### src/rtl/rc4_pkg.sv
// Shared definitions for the RC4 decrypt stage: FSM states, byte and
// S-box sizes, and the plaintext character filter used for early key rejection.
package rc4_pkg;

  localparam int BYTE_W = 8;
  localparam int S_SIZE = 256;

  localparam logic [BYTE_W-1:0] CHAR_SPACE = 8'h20;
  localparam logic [BYTE_W-1:0] CHAR_A     = 8'h61;
  localparam logic [BYTE_W-1:0] CHAR_Z     = 8'h7A;

  // One state per clock of the 13-cycle per-byte PRGA sequence, plus IDLE/DONE.
  typedef enum logic [3:0] {
    IDLE,
    INC_I,
    WAIT_SI,
    READ_SI,
    CALC_J,
    WAIT_SJ,
    READ_SJ,
    WRITE_SI,
    WRITE_SJ,
    SET_F,
    WAIT_F,
    READ_F,
    WRITE_D,
    NEXT,
    DONE
  } rc4_state_t;

  // A plaintext byte is acceptable only if it is a space or a lowercase letter.
  function automatic logic is_valid_char(input logic [BYTE_W-1:0] c);
    return (c == CHAR_SPACE) || ((c >= CHAR_A) && (c <= CHAR_Z));
  endfunction

endpackage

### src/rtl/rc4_decrypt.sv
// RC4 pseudo-random generation and decrypt stage. Walks the PRGA loop over
// the S memory left by key scheduling, XORs each keystream byte with the
// encrypted ROM and writes plaintext to the decrypted RAM. Any byte outside
// {space, a..z} is flagged so a key-search controller can drop the key.
// All memory-facing outputs are registered; memories have one wait state.
module rc4_decrypt
  import rc4_pkg::*;
#(
  parameter int MSG_LEN          = 32,
  parameter int ABORT_ON_INVALID = 1
) (
  input  logic              clk,
  input  logic              reset,
  input  logic              start_flag,
  output logic              done_flag,
  output logic              fail_flag,
  output logic [BYTE_W-1:0] s_address,
  output logic [BYTE_W-1:0] s_data_in,
  input  logic [BYTE_W-1:0] s_data_out,
  output logic              s_wren,
  output logic [BYTE_W-1:0] rom_address,
  input  logic [BYTE_W-1:0] rom_data_out,
  output logic [BYTE_W-1:0] d_address,
  output logic [BYTE_W-1:0] d_data_in,
  output logic              d_wren
);

  localparam logic [BYTE_W-1:0] LAST_K = BYTE_W'(MSG_LEN - 1);
  localparam logic              ABORT  = (ABORT_ON_INVALID != 0);

  rc4_state_t state, state_nxt;

  // PRGA indices and the bytes fetched for the current message position.
  logic [BYTE_W-1:0] i, i_nxt;
  logic [BYTE_W-1:0] j, j_nxt;
  logic [BYTE_W-1:0] k, k_nxt;
  logic [BYTE_W-1:0] si, si_nxt;
  logic [BYTE_W-1:0] sj, sj_nxt;
  logic [BYTE_W-1:0] f, f_nxt;
  logic [BYTE_W-1:0] enc, enc_nxt;
  logic              invalid, invalid_nxt;

  // Next values of the registered outputs.
  logic              done_nxt;
  logic              fail_nxt;
  logic [BYTE_W-1:0] s_address_nxt;
  logic [BYTE_W-1:0] s_data_in_nxt;
  logic              s_wren_nxt;
  logic [BYTE_W-1:0] rom_address_nxt;
  logic [BYTE_W-1:0] d_address_nxt;
  logic [BYTE_W-1:0] d_data_in_nxt;
  logic              d_wren_nxt;

  logic last_byte;
  assign last_byte = (k == LAST_K);

  // State, datapath and output registers; reset clears everything so both
  // write enables are guaranteed low on the edge after reset is seen.
  always_ff @(posedge clk) begin
    if (reset) begin
      state       <= IDLE;
      i           <= '0;
      j           <= '0;
      k           <= '0;
      si          <= '0;
      sj          <= '0;
      f           <= '0;
      enc         <= '0;
      invalid     <= 1'b0;
      done_flag   <= 1'b0;
      fail_flag   <= 1'b0;
      s_address   <= '0;
      s_data_in   <= '0;
      s_wren      <= 1'b0;
      rom_address <= '0;
      d_address   <= '0;
      d_data_in   <= '0;
      d_wren      <= 1'b0;
    end else begin
      state       <= state_nxt;
      i           <= i_nxt;
      j           <= j_nxt;
      k           <= k_nxt;
      si          <= si_nxt;
      sj          <= sj_nxt;
      f           <= f_nxt;
      enc         <= enc_nxt;
      invalid     <= invalid_nxt;
      done_flag   <= done_nxt;
      fail_flag   <= fail_nxt;
      s_address   <= s_address_nxt;
      s_data_in   <= s_data_in_nxt;
      s_wren      <= s_wren_nxt;
      rom_address <= rom_address_nxt;
      d_address   <= d_address_nxt;
      d_data_in   <= d_data_in_nxt;
      d_wren      <= d_wren_nxt;
    end
  end

  // Next-state and next-output logic. Outputs are computed one state early so
  // that they are stable, registered values for the whole of the target state;
  // write enables default low so they only pulse for a single write cycle.
  always_comb begin
    state_nxt       = state;
    i_nxt           = i;
    j_nxt           = j;
    k_nxt           = k;
    si_nxt          = si;
    sj_nxt          = sj;
    f_nxt           = f;
    enc_nxt         = enc;
    invalid_nxt     = invalid;
    done_nxt        = done_flag;
    fail_nxt        = fail_flag;
    s_address_nxt   = s_address;
    s_data_in_nxt   = s_data_in;
    s_wren_nxt      = 1'b0;
    rom_address_nxt = rom_address;
    d_address_nxt   = d_address;
    d_data_in_nxt   = d_data_in;
    d_wren_nxt      = 1'b0;

    unique case (state)
      IDLE: begin
        i_nxt       = '0;
        j_nxt       = '0;
        k_nxt       = '0;
        invalid_nxt = 1'b0;
        if (start_flag) begin
          state_nxt = INC_I;
        end
      end

      INC_I: begin
        i_nxt           = i + 8'd1;
        s_address_nxt   = i + 8'd1;
        rom_address_nxt = k;
        state_nxt       = WAIT_SI;
      end

      WAIT_SI: state_nxt = READ_SI;

      READ_SI: begin
        si_nxt    = s_data_out;
        enc_nxt   = rom_data_out;
        state_nxt = CALC_J;
      end

      CALC_J: begin
        j_nxt         = j + si;
        s_address_nxt = j + si;
        state_nxt     = WAIT_SJ;
      end

      WAIT_SJ: state_nxt = READ_SJ;

      // sj arrives now; set up the first swap write (S[i] <= S[j]) directly.
      READ_SJ: begin
        sj_nxt        = s_data_out;
        s_address_nxt = i;
        s_data_in_nxt = s_data_out;
        s_wren_nxt    = 1'b1;
        state_nxt     = WRITE_SI;
      end

      // Second swap write (S[j] <= old S[i]); when i == j both writes agree.
      WRITE_SI: begin
        s_address_nxt = j;
        s_data_in_nxt = si;
        s_wren_nxt    = 1'b1;
        state_nxt     = WRITE_SJ;
      end

      WRITE_SJ: state_nxt = SET_F;

      // Keystream index uses the pre-swap values; their sum equals the post-swap sum.
      SET_F: begin
        s_address_nxt = si + sj;
        state_nxt     = WAIT_F;
      end

      WAIT_F: state_nxt = READ_F;

      READ_F: begin
        f_nxt         = s_data_out;
        d_address_nxt = k;
        d_data_in_nxt = s_data_out ^ enc;
        d_wren_nxt    = 1'b1;
        state_nxt     = WRITE_D;
      end

      WRITE_D: begin
        if (!is_valid_char(f ^ enc)) begin
          invalid_nxt = 1'b1;
        end
        state_nxt = NEXT;
      end

      NEXT: begin
        if ((invalid && ABORT) || last_byte) begin
          done_nxt  = 1'b1;
          fail_nxt  = invalid;
          state_nxt = DONE;
        end else begin
          k_nxt     = k + 8'd1;
          state_nxt = INC_I;
        end
      end

      // Hold the result until the controller releases start.
      DONE: begin
        if (!start_flag) begin
          done_nxt  = 1'b0;
          fail_nxt  = 1'b0;
          state_nxt = IDLE;
        end
      end

      default: state_nxt = IDLE;
    endcase
  end

endmodule

### config.mk
export PLATFORM = sky130hd
export DESIGN_NAME = rc4_decrypt
export DESIGN_NICKNAME = d
export VERILOG_FILES = /design/src/rtl/rc4_pkg.sv /design/src/rtl/rc4_decrypt.sv
export SDC_FILE = /design/constraint.sdc
export NUM_CORES = 1
export LEC_CHECK = 0
export CORE_UTILIZATION = 60
export DETAILED_ROUTE_END_ITERATION = 10
export PLACE_DENSITY = 0.86
export SYNTH_ARGS = -nofsm -noshare
export SYNTH_HDL_FRONTEND = slang
export SYNTH_SLANG_ARGS = --single-unit
### constraint.sdc
create_clock -name clk -period 3.08 [get_ports clk]
set_input_delay 0.616 -clock clk [delete_from_list [all_inputs] [get_ports clk]]
set_output_delay 0.616 -clock clk [all_outputs]
set_load 0.01 [all_outputs]
==> results of run 1 <==
[final cells by class]
class                           count  area [µm²]
Fill cell                         653        2320
Tap cell                          105         131
Sequential cell                   105        2100
Clock buffer                       11         141
Clock inverter                      4        53.8
Timing Repair Buffer               69         668
Inverter                            2        7.51
Multi-Input combinational cell    490        2800
[stage by stage]
step / power (mW) / hold slack, ns / utilization (%) / setup slack [ns]
after floorplan: 1.63 / 0.440 / - / 1.24
after global placement: 1.70 / 0.441 / 69.4 / 0.902
after detailed placement: 1.71 / 0.447 / 69.4 / 0.729
after CTS: 2.54 / 0.460 / 71.8 / 0.701
after global routing: 2.63 / 0.486 / 71.8 / 0.489
final: 2.54 / 0.458 / 71.8 / 0.673
[final timing paths]
check                       from              to  slack (ns)  cells past startpoint
hold reg to reg   rom_address[4]  rom_address[4]        0.46                      2
setup reg to reg        state[1]    s_address[3]        0.67                      5
setup / recovery        state[1]    s_address[3]        0.67                      5
hold / removal    rom_address[4]  rom_address[4]        0.46                      2
[cell usage in the layout, fill, tap and decap left out, types with 4 or more instances in the layout]
master	count
dfxtp_1	105
a211oi_1	15
clkdlybuf4s50_1	61
xnor2_1	27
ha_1	16
a21o_1	5
nor3_1	9
nor2_1	47
nand3_1	11
xor2_1	14
a22oi_1	11
nand2b_1	6
nor2b_1	4
or3_1	4
o21ai_0	17
buf_4	7
a31oi_1	6
o211ai_1	4
nand2_1	149
a21oi_1	96
clkbuf_8	10
[worst min-delay path, delay by kind of cell, from the launching register on]
family             cells  cell delay (ns)
DFF                    1             0.32
and+or+nand+nor        1             0.05
AOI/OAI and AO/OA      1             0.05
[power by group]
group | leakage (nW) | total [mW] | switching [mW] | internal [mW]
Combinational | 1.16 | 0.274 | 0.172 | 0.102
Sequential | 0.847 | 1.41 | 0.0305 | 1.38
Clock | 0.0916 | 0.856 | 0.460 | 0.396
Total | 2.10 | 2.54 | 0.663 | 1.87
[kinds of logic (layout without fill, tap and decap cells)]
logic type	count (synthesis)	in the layout	synth area share (%)
and+or+nand+nor	250	250	21.2
buffers and inverters	38	86	4.02
DFF	105	105	41.2
xor gates and xnor gates	41	41	7.04
adders and majority gates	18	18	4.71
muxes	3	3	0.589
AOI/OAI and AO/OA	178	178	21.2
[metal layers]
layer / global-route usage [%] / up-vias / share of wire, %
met3: 6.07 / 20 / 7.0
met1: 39.1 / 2169 / 43
met4: 9.23 / 0 / 2.1
met5: 0 / - / 0
li1: - / 2284 / -
met2: 48.3 / 171 / 48
==> impl_results.rst, run 1 <==
.. list-table::
   :header-rows: 1

   * - Metric
     - Value
   * - Result of the run
     - complete, no violations
   * - IO Count
     - 63
   * - Sum of negative setup slack
     - 0 ns
   * - Die Height
     - approximately 94 µm
   * - Remaining global-route overflow
     - 0
   * - CP Capture Type
     - flop
   * - Cells after synthesis
     - approximately 630
   * - Worst-case clock skew
     - around 0.014 ns
   * - Count of port buffers added during placement
     - 62
   * - Cell taking the most area after synthesis
     - dfxtp_1
   * - Class of the tightest hold or removal check
     - flop to flop
   * - Type of element launching the critical path
     - flop
   * - Number of antenna violations at the first check in global routing
     - 0
   * - Final design instance area without fill
     - roughly 6000 µm²
   * - Number of synthesized register bits
     - roughly 110
   * - Post-detailed-placement half-perimeter wirelength
     - about 9000 µm
   * - Period utilization
     - between 70% and 80%
   * - Placer Congestion
     - a little over 0.9
   * - Total of cells resized after clock tree synthesis
     - 0
   * - Synth unique cells
     - 56
   * - Proportion of synthesized chip area in sequential cells
     - 41.2%
   * - Initial cell density of the core
     - 62.1%
   * - Placement Rows
     - 33
   * - Area growth syn-to-layout
     - 15.7%
   * - Cell family contributing the most delay on the critical path
     - flip-flops
   * - Final WL
     - about 13,000 µm
   * - Clock buffers created by TritonCTS
     - 9
   * - Placeable core region
     - between 8000 and 9000 µm²
   * - Most numerous cell types in the synthesized netlist
     - nand2_1 (149), dfxtp_1 (105), a21oi_1 (96)
   * - Dpl cells
     - 771
   * - Clock tree from TritonCTS
     - yes
   * - Category of the most critical setup path
     - flop to flop
   * - Worst supply voltage drop on vdd
     - between 300 and 400 µV
   * - Post-synthesis area per instance
     - 8.06 µm²
   * - Combined global-route utilization of all metal layers
     - slightly below 30%
   * - Clock slew seen by the registers of the worst setup and hold paths
     - around 0.090 ns
   * - Highest fanout seen on the critical path
     - 26
   * - Hold buffers post-CTS
     - 0
   * - Synth warn
     - 0
   * - Bufs on Longest Clock Path
     - 2
   * - Final ANT Viol Nets
     - 0
   * - Fraction of final layout cells with drive strength greater than 1
     - under 10%
   * - Netlist area before placement
     - just over 5000 µm²
   * - Number of nets at the end of the flow
     - between 700 and 800
   * - Deepest level of the CTS H-tree
     - 3
   * - Worst path slowest cell
     - dfxtp_1
   * - Slowest cell delay on critical path
     - around 0.81 ns
   * - Most area-consuming cells after synthesis
     - dfxtp_1 (41%), nand2_1 (11%), a21oi_1 (9.4%), xnor2_1 (4.6%), ha_1 (3.9%)
   * - CP Buf/Inv Count
     - 0
   * - Setup-violating endpoint count in the final report
     - 0
   * - Minimum period implied by the final worst setup slack
     - 2.41 ns
   * - Count of unresolved DRC violations after routing
     - 0
   * - Via count
     - roughly 4,600
   * - Drt first-iter violations
     - 326
   * - Post-synth EDFFs
     - 0
   * - Fin. max-slew vios
     - 0
   * - Placement-stage cell area
     - around 5700 µm²
   * - Main synth FF type
     - dfxtp_1
   * - Post-Syn Nets
     - 670
   * - Vias per cell
     - 5.91
   * - Pin count of the biggest net entering global routing
     - 49
   * - Root buffer cell
     - clkbuf_8
   * - Count of non-filler cells in the finished layout
     - just under 800
   * - Power density of the placed cells
     - ~430 nW/µm²
   * - Dominant cell by count in the synthesized netlist
     - nand2_1
   * - Critical path, cell by cell
     - nor2_1 -> nand2_1 -> o21ai_0 -> a222oi_1 -> a31oi_1
   * - Peak Freq
     - 0.415 GHz
   * - N_diodes
     - 0
   * - Die X-Extent
     - 94.2 µm
   * - Average detailed-routed wire length per instance
     - approximately 16 µm
   * - Share of flip-flops with an asynchronous set or reset after synthesis
     - 0%
   * - Post-synth top area share
     - between 40% and 50%
   * - Number of setup buffers added after CTS
     - 0
   * - RSZ-0062 raised after global routing
     - no
   * - Critical path required time
     - about 3.3 ns
   * - Max Cap Violations
     - 0
   * - Critical path arrival
     - around 2.7 ns
   * - Leakage
     - approximately 2.1 nW
   * - Via count of the first global-routing pass
     - around 4,200
   * - Hold Fails Final Rpt
     - 0
   * - Clk sink count
     - 105
   * - Worst slew pin tran
     - between 0.7 and 0.8 ns
   * - Detailed-routing iteration count for the pre-antenna-repair pass
     - 5
   * - Clk Latency, worst-skew pair
     - between 0.3 and 0.4 ns
   * - Slew HR
     - slightly above 50%
   * - Die area
     - 8870 µm²
   * - Global-route wire length before repair
     - around 20,000 µm
Power figures use the tool's default switching activity.
==> run 2, diff against run 1 <==
Settings changed: CORE_UTILIZATION 60 to 56, PLACE_DENSITY 0.86 to 0.81.
Clock period 3.08 ns to 2.45 ns, I/O delays scaled along.
==> run 2 against run 1 <==
  * Flip-flop and latch count did not move
  * Setup slack got worse by 0.34 ns
  * Cell count rose by 1.1%
  * Global-route usage fell by 2.9 points
  * Register-to-register slack got worse by 0.34 ns
  * Maximum frequency is 14% higher
  * Combinational power up 30%
  * Critical endpoint is now s_data_in[0]
  * Highest routed layer unchanged
==> impl_results.rst, run 2 (synthesized netlist as in run 1, its figures left out) <==
.. list-table::
   :header-rows: 1

   * - Metric
     - Value
   * - Clock tree from TritonCTS
     - yes
   * - Final ANT Viol Nets
     - 0 (unchanged)
   * - Slew HR
     - 46.8% (-4.5 points)
   * - Setup-violating endpoint count in the final report
     - 0 (unchanged)
   * - Number of antenna violations at the first check in global routing
     - 0 (unchanged)
   * - Initial cell density of the core
     - 58.2% (-3.9 points)
   * - Commonest non-fill, non-tap cell in the layout
     - nand2_1
   * - Category of the most critical setup path
     - flop to flop
   * - Clk Latency, worst-skew pair
     - 0.38 ns (about the same)
   * - Root buffer cell
     - clkbuf_8
   * - Type of element launching the critical path
     - flop
   * - Period utilization
     - 86.3% (+8.1 points)
   * - Die X-Extent
     - 97.4 µm (+3.4%)
   * - Placer Congestion
     - 1.02 (+10%)
   * - Deepest level of the CTS H-tree
     - 3 (unchanged)
   * - Class of the tightest hold or removal check
     - flop to flop
   * - Bufs on Longest Clock Path
     - 2 (unchanged)
   * - RSZ-0062 raised after global routing
     - no
   * - Via count
     - 4,667 (+0.50%)
   * - Sum of negative setup slack
     - 0 ns (unchanged)
   * - Max Cap Violations
     - 0 (unchanged)
   * - Leakage
     - 2.12 nW (+1.2%)
   * - Total of cells resized after clock tree synthesis
     - 0 (unchanged)
   * - Crit-path most repeated cell
     - nand2_1
   * - Hold buffers post-CTS
     - 0 (unchanged)
   * - Global-route wire length before repair
     - 20,900 µm (+1.4%)
   * - Number of setup buffers added after CTS
     - 0 (unchanged)
   * - Combined global-route utilization of all metal layers
     - 26.7% (-2.9 points)
   * - Worst-case clock skew
     - 0.0136 ns (-0.0000472 ns)
   * - Count of port buffers added during placement
     - 62 (unchanged)
   * - Slowest cell delay on critical path
     - 0.66 ns (-0.15 ns)
   * - Number of nets at the end of the flow
     - 719 (+0.70%)
   * - Most frequent cells in the layout
     - nand2_1 (149), dfxtp_1 (105), a21oi_1 (96), clkdlybuf4s50_1 (61), nor2_1 (47)
   * - CP Buf/Inv Count
     - 1 (+1)
   * - Final WL
     - 12,500 µm (-0.91%)
   * - Drt first-iter violations
     - 262 (-20%)
   * - Minimum period implied by the final worst setup slack
     - 2.11 ns (-0.294 ns)
   * - Result of the run
     - complete, no violations
   * - Fraction of final layout cells with drive strength greater than 1
     - 5.82% (+0.98 points)
   * - Worst slew pin tran
     - 0.791 ns (+0.0620 ns)
   * - Worst supply voltage drop on vdd
     - 299 µV (-21%)
   * - Clock slew seen by the registers of the worst setup and hold paths
     - 0.11 ns (+0.02 ns)
   * - Average detailed-routed wire length per instance
     - 15.7 µm (-2.0%)
   * - Number of cells on the worst reg-to-reg path
     - 5 (unchanged)
   * - Peak Freq
     - 0.473 GHz (+14%)
   * - Post-detailed-placement half-perimeter wirelength
     - 8980 µm (-0.52%)
   * - Area growth syn-to-layout
     - 16.4%
   * - Total of fill cells in the finished design
     - 752 (+15%)
   * - Remaining global-route overflow
     - 0 (unchanged)
   * - Critical path, cell by cell
     - nand2_1 -> nor3_1 -> buf_4 -> nand2_1 -> a21oi_1
   * - Placeable core region
     - 8760 µm² (+6.7%)
   * - Vias per cell
     - 5.87 (-0.64%)
   * - IO Count
     - 63 (unchanged)
   * - Hold Fails Final Rpt
     - 0 (unchanged)
   * - Detailed-routing iteration count for the pre-antenna-repair pass
     - 6 (+1)
   * - Final design instance area without fill
     - 5930 µm² (+0.59%)
   * - Hold-critical path depth
     - 2 (unchanged)
   * - Cell family contributing the most delay on the critical path
     - simple AND/OR/NAND/NOR gates
   * - Pin count of the biggest net entering global routing
     - 49 (unchanged)
   * - N_diodes
     - 0 (unchanged)
   * - Placement-stage cell area
     - 5750 µm² (+0.72%)
   * - Critical path arrival
     - 2.41 ns (-0.24 ns)
   * - Die Height
     - 97.4 µm (+3.4%)
   * - Clk sink count
     - 105 (unchanged)
   * - Placement Rows
     - 34 (+3.0%)
   * - Worst path slowest cell
     - dfxtp_1
   * - Fin. max-slew vios
     - 0 (unchanged)
   * - Count of unresolved DRC violations after routing
     - 0 (unchanged)
   * - Power density of the placed cells
     - 532 nW/µm² (+24%)
   * - CP Capture Type
     - flop
   * - Critical path required time
     - 2.75 ns (-0.57 ns)
   * - Via count of the first global-routing pass
     - 4,411 (+4.0%)
   * - Die area
     - 9490 µm² (+7.0%)
   * - Highest fanout seen on the critical path
     - 19 (-27%)
   * - Clock buffers created by TritonCTS
     - 9 (unchanged)
   * - WP depth
     - 5 (unchanged)
[run 2: cell count changes in the layout (fill, tap and decap cells not counted), sizes merged]
cell,before,now
bufinv,1,0
inv,2,4
buf,8,13
clkbuf,11,9
clkinv,1,3
[run 2: routing by layer]
| layer | vias up | GRT usage [%] | share of wire (%) |
|---|---|---|---|
| li1 | 2296 | - | - |
| met1 | 2177 | 36.3 | 46 |
| met2 | 176 | 43.1 | 47 |
| met3 | 18 | 4.53 | 5.9 |
| met4 | 0 | 8.82 | 1.5 |
| met5 | - | 0 | 0 |
[run 2: path summary, 6_finish.rpt]
check | startpoint | end | slack (ns)
worst max-delay path | state[1] | s_data_in[0] | 0.34
worst min-delay path | rom_address[2] | rom_address[2] | 0.46
worst max register to register | state[1] | s_data_in[0] | 0.34
worst min register to register | rom_address[2] | rom_address[2] | 0.46
[run 2: final cells by class]
type,instances,area [µm²],area share [%]
flip-flops and latches,105,2100,35.4
clock buffers,9,124,2.09
clock inverters,7,65.1,1.10
well taps,108,135,2.28
repair buffers,74,706,11.9
inverters,2,7.51,0.127
multi-input cells,490,2800,47.1
[run 2: power by group]
part	internal, mW	total, mW	switching (mW)
Clock	0.389	1.03	0.644
Sequential	1.73	1.77	0.0365
Combinational	0.135	0.355	0.220
Total	2.25	3.16	0.900
[run 2: stage by stage]
step / instances / setup WS [ns] / total power [mW] / util, % / hold WS, ns
detailed placement: 779 / 0.405 / 2.16 / 65.6 / 0.449
CTS: 795 / 0.374 / 3.16 / 67.7 / 0.465
global route: 795 / 0.0979 / 3.29 / 67.7 / 0.482
floorplan: 633 / 0.606 / 2.04 / - / 0.440
finish: 795 / 0.337 / 3.16 / 67.7 / 0.461
global placement: 779 / 0.516 / 2.15 / 65.6 / 0.441
[run 2: worst min-delay path, stage by stage (launching register included)]
cell and delay [ns]:
dfxtp_1 0.33, nand2_1 0.05, a21oi_1 0.05
==> run 3, diff against run 2 <==
Settings changed: CORE_MARGIN set to 2.
==> run 3 against run 2 <==
  * Sequential power hardly changed
  * Clock power grew 8%
  * Via count barely moved
  * Routed wire length is 2.9% higher
  * Hold slack better by 0.00099 ns
  * Sequential share of layout area is 0.10 points lower
  * Register-to-register slack got worse by 0.09 ns
  * Combinational power barely moved
  * Total power is 2.6% higher
  * Count of clock-buffer cells in the layout stayed put
  * Largest cell class unchanged
  * Largest power group unchanged
==> impl_results.rst, run 3 (synthesized netlist as in run 1, its figures left out) <==
.. list-table::
   :header-rows: 1

   * - Metric
     - Value
   * - Result of the run
     - complete, no violations
   * - Highest fanout seen on the critical path
     - 6 (-13)
   * - Commonest non-fill, non-tap cell in the layout
     - nand2_1
   * - Clk Latency, worst-skew pair
     - 0.37 ns (about the same)
   * - Clock buffers created by TritonCTS
     - 9 (unchanged)
   * - Number of setup buffers added after CTS
     - 0 (unchanged)
   * - Vias per cell
     - 5.89 (+0.30%)
   * - Sum of negative setup slack
     - 0 ns (unchanged)
   * - Fin. max-slew vios
     - 0 (unchanged)
   * - Number of nets at the end of the flow
     - 718 (-0.14%)
   * - Global-route track usage on met2
     - 43.4% (+0.26 points)
   * - Global-route wire length before repair
     - 21,300 µm (+1.8%)
   * - Total of cells resized after clock tree synthesis
     - 0 (unchanged)
   * - Area growth syn-to-layout
     - 16.7%
   * - Critical path, cell by cell
     - ha_1 -> a211oi_1 -> o21bai_1 -> a21oi_1 -> xnor2_1 -> nand2_1 -> a211oi_1
   * - Critical path arrival
     - 2.48 ns (+0.07 ns)
   * - CP Capture Type
     - flop
   * - Final cell utilization of the core
     - 67.9% (+0.20 points)
   * - Max Cap Violations
     - 0 (unchanged)
   * - Clock tree from TritonCTS
     - yes
   * - Slew HR
     - 20.5% (-26 points)
   * - Via count of the first global-routing pass
     - 4,433 (+0.50%)
   * - Placeable core region
     - 8760 µm² (unchanged)
   * - Most used routing layer in global routing
     - met2
   * - Power density of the placed cells
     - 544 nW/µm² (+2.3%)
   * - Critical path required time
     - 2.73 ns (-0.02 ns)
   * - Detailed-routing iteration count for the pre-antenna-repair pass
     - 5 (-1)
   * - Worst-case clock skew
     - 0.00984 ns (-0.00379 ns)
   * - Most frequent cells in the layout
     - nand2_1 (149), dfxtp_1 (105), a21oi_1 (96), clkdlybuf4s50_1 (61), nor2_1 (47)
   * - Sequential Power Share
     - 54.6% (-1.4 points)
   * - Clock slew seen by the registers of the worst setup and hold paths
     - 0.10 ns (about the same)
   * - Clk network pwr share
     - 34.3% (+1.6 points)
   * - Minimum period implied by the final worst setup slack
     - 2.20 ns (+0.0870 ns)
   * - Switching power total
     - 884 µW (-1.8%)
   * - Proportion of power drawn by combinational gates
     - 11.1% (about the same)
   * - Slowest cell delay on critical path
     - 0.53 ns (-0.13 ns)
   * - N_diodes
     - 0 (unchanged)
   * - Switching share of power
     - 27.3% (-1.2 points)
   * - Placement Rows
     - 34 (unchanged)
   * - Met3 layer usage reported by global route
     - 4.92% (+0.39 points)
   * - Fraction of final layout cells with drive strength greater than 1
     - 5.55% (-0.27 points)
   * - Number of antenna violations at the first check in global routing
     - 0 (unchanged)
   * - Die X-Extent
     - 99.4 µm (+2.1%)
   * - IO Count
     - 63 (unchanged)
   * - Worst path slowest cell
     - dfxtp_1
   * - Bufs on Longest Clock Path
     - 2 (unchanged)
   * - Type of element launching the critical path
     - flop
   * - Count of unresolved DRC violations after routing
     - 0 (unchanged)
   * - Worst supply voltage drop on vdd
     - 323 µV (+8.0%)
   * - Period utilization
     - 89.8% (+3.6 points)
   * - RSZ-0062 raised after global routing
     - no
   * - Internal Power
     - 2.35 mW (+4.3%)
   * - Class of the tightest hold or removal check
     - flop to flop
   * - Peak Freq
     - 0.455 GHz (-4.0%)
   * - Setup-violating endpoint count in the final report
     - 0 (unchanged)
   * - Clk sink count
     - 105 (unchanged)
   * - Placer Congestion
     - 0.939 (-8.3%)
   * - Worst slew pin tran
     - 1.19 ns (+0.397 ns)
   * - Cell family contributing the most delay on the critical path
     - compound AO/OA/AOI/OAI gates
   * - Post-detailed-placement half-perimeter wirelength
     - 9330 µm (+3.9%)
   * - Hold Fails Final Rpt
     - 0 (unchanged)
   * - Category of the most critical setup path
     - flop to flop
   * - Initial cell density of the core
     - 58.2% (unchanged)
   * - Count of port buffers added during placement
     - 62 (unchanged)
   * - Die Height
     - 99.4 µm (+2.1%)
   * - Leakage
     - 2.13 nW (+0.38%)
   * - Deepest level of the CTS H-tree
     - 3 (unchanged)
   * - Drt first-iter violations
     - 307 (+17%)
   * - Remaining global-route overflow
     - 0 (unchanged)
   * - Fraction of met1 tracks used by global routing
     - 35.2% (-1.1 points)
   * - Combined global-route utilization of all metal layers
     - 26.4% (-0.31 points)
   * - Average detailed-routed wire length per instance
     - 16.2 µm (+3.2%)
   * - Hold buffers post-CTS
     - 0 (unchanged)
   * - Die area
     - 9890 µm² (+4.1%)
   * - Crit-path most repeated cell
     - a211oi_1
   * - Root buffer cell
     - clkbuf_8
   * - CP Buf/Inv Count
     - 0 (-1)
   * - Final WL
     - 12,900 µm (+2.9%)
   * - Via count
     - 4,669 (+0.043%)
   * - Final ANT Viol Nets
     - 0 (unchanged)
   * - Pin count of the biggest net entering global routing
     - 50 (+2.0%)
-- run 3: cell count changes in the layout (fill, tap and decap cells not counted) --
| cell | change |
|---|---|
| buf_12 | +1 |
| buf_4 | -2 |
| bufinv_16 | +1 |
| clkinv_2 | -1 |
| clkinv_4 | +1 |
| clkinv_8 | -1 |
| clkinvlp_4 | -1 |
| inv_6 | -1 |
| inv_8 | +1 |
-- run 3: cell type report --
class	instances	area [µm²]
inverter	2	7.51
tap	108	135
clock inverter	6	77.6
fill	756	2810
sequential	105	2100
timing repair buffer	73	711
multi-input combinational	490	2800
clock buffer	9	124
-- run 3: through the flow --
stage / cells / hold WS (ns) / power [mW] / worst slack [ns] / instance area, µm²
2_1_floorplan: 633 / 0.440 / 2.04 / 0.606 / 5100
3_3_place_gp: 778 / 0.441 / 2.15 / 0.471 / 5750
3_5_place_dp: 778 / 0.450 / 2.16 / 0.342 / 5750
4_1_cts: 793 / 0.466 / 3.24 / 0.270 / 5950
5_1_grt: 793 / 0.485 / 3.37 / 0.0943 / 5950
6_report: 793 / 0.462 / 3.24 / 0.250 / 5950
-- run 3: final timing paths --
path	from	cells past startpoint	to	slack (ns)
worst max-delay path	si[1]	7	s_address[5]	0.25
worst min-delay path	rom_address[6]	2	rom_address[6]	0.46
worst max register to register	si[1]	7	s_address[5]	0.25
worst min register to register	rom_address[6]	2	rom_address[6]	0.46
-- run 3: per-layer routing --
metal,wire [µm],vias to the layer above
met5,0,-
met4,323,0
met3,754,32
met2,6110,168
met1,5670,2178
li1,-,2291
-- run 3: power by group through the flow --
stage	Clock (mW)	Combinational [mW]	Sequential (mW)
floorplan	0	0.250	1.79
global placement	0	0.344	1.80
detailed placement	0	0.352	1.81
CTS	1.12	0.354	1.77
global route	1.20	0.394	1.77
finish	1.11	0.358	1.77
-- run 3: worst reg2reg max path, delay by kind of cell, from the launching register on --
family          cells  cell delay (ns)
fa+ha+maj           1             0.31
xor+xnor            1             0.16
compound gates      4             1.01
simple gates        1             0.11
flops               1             0.53
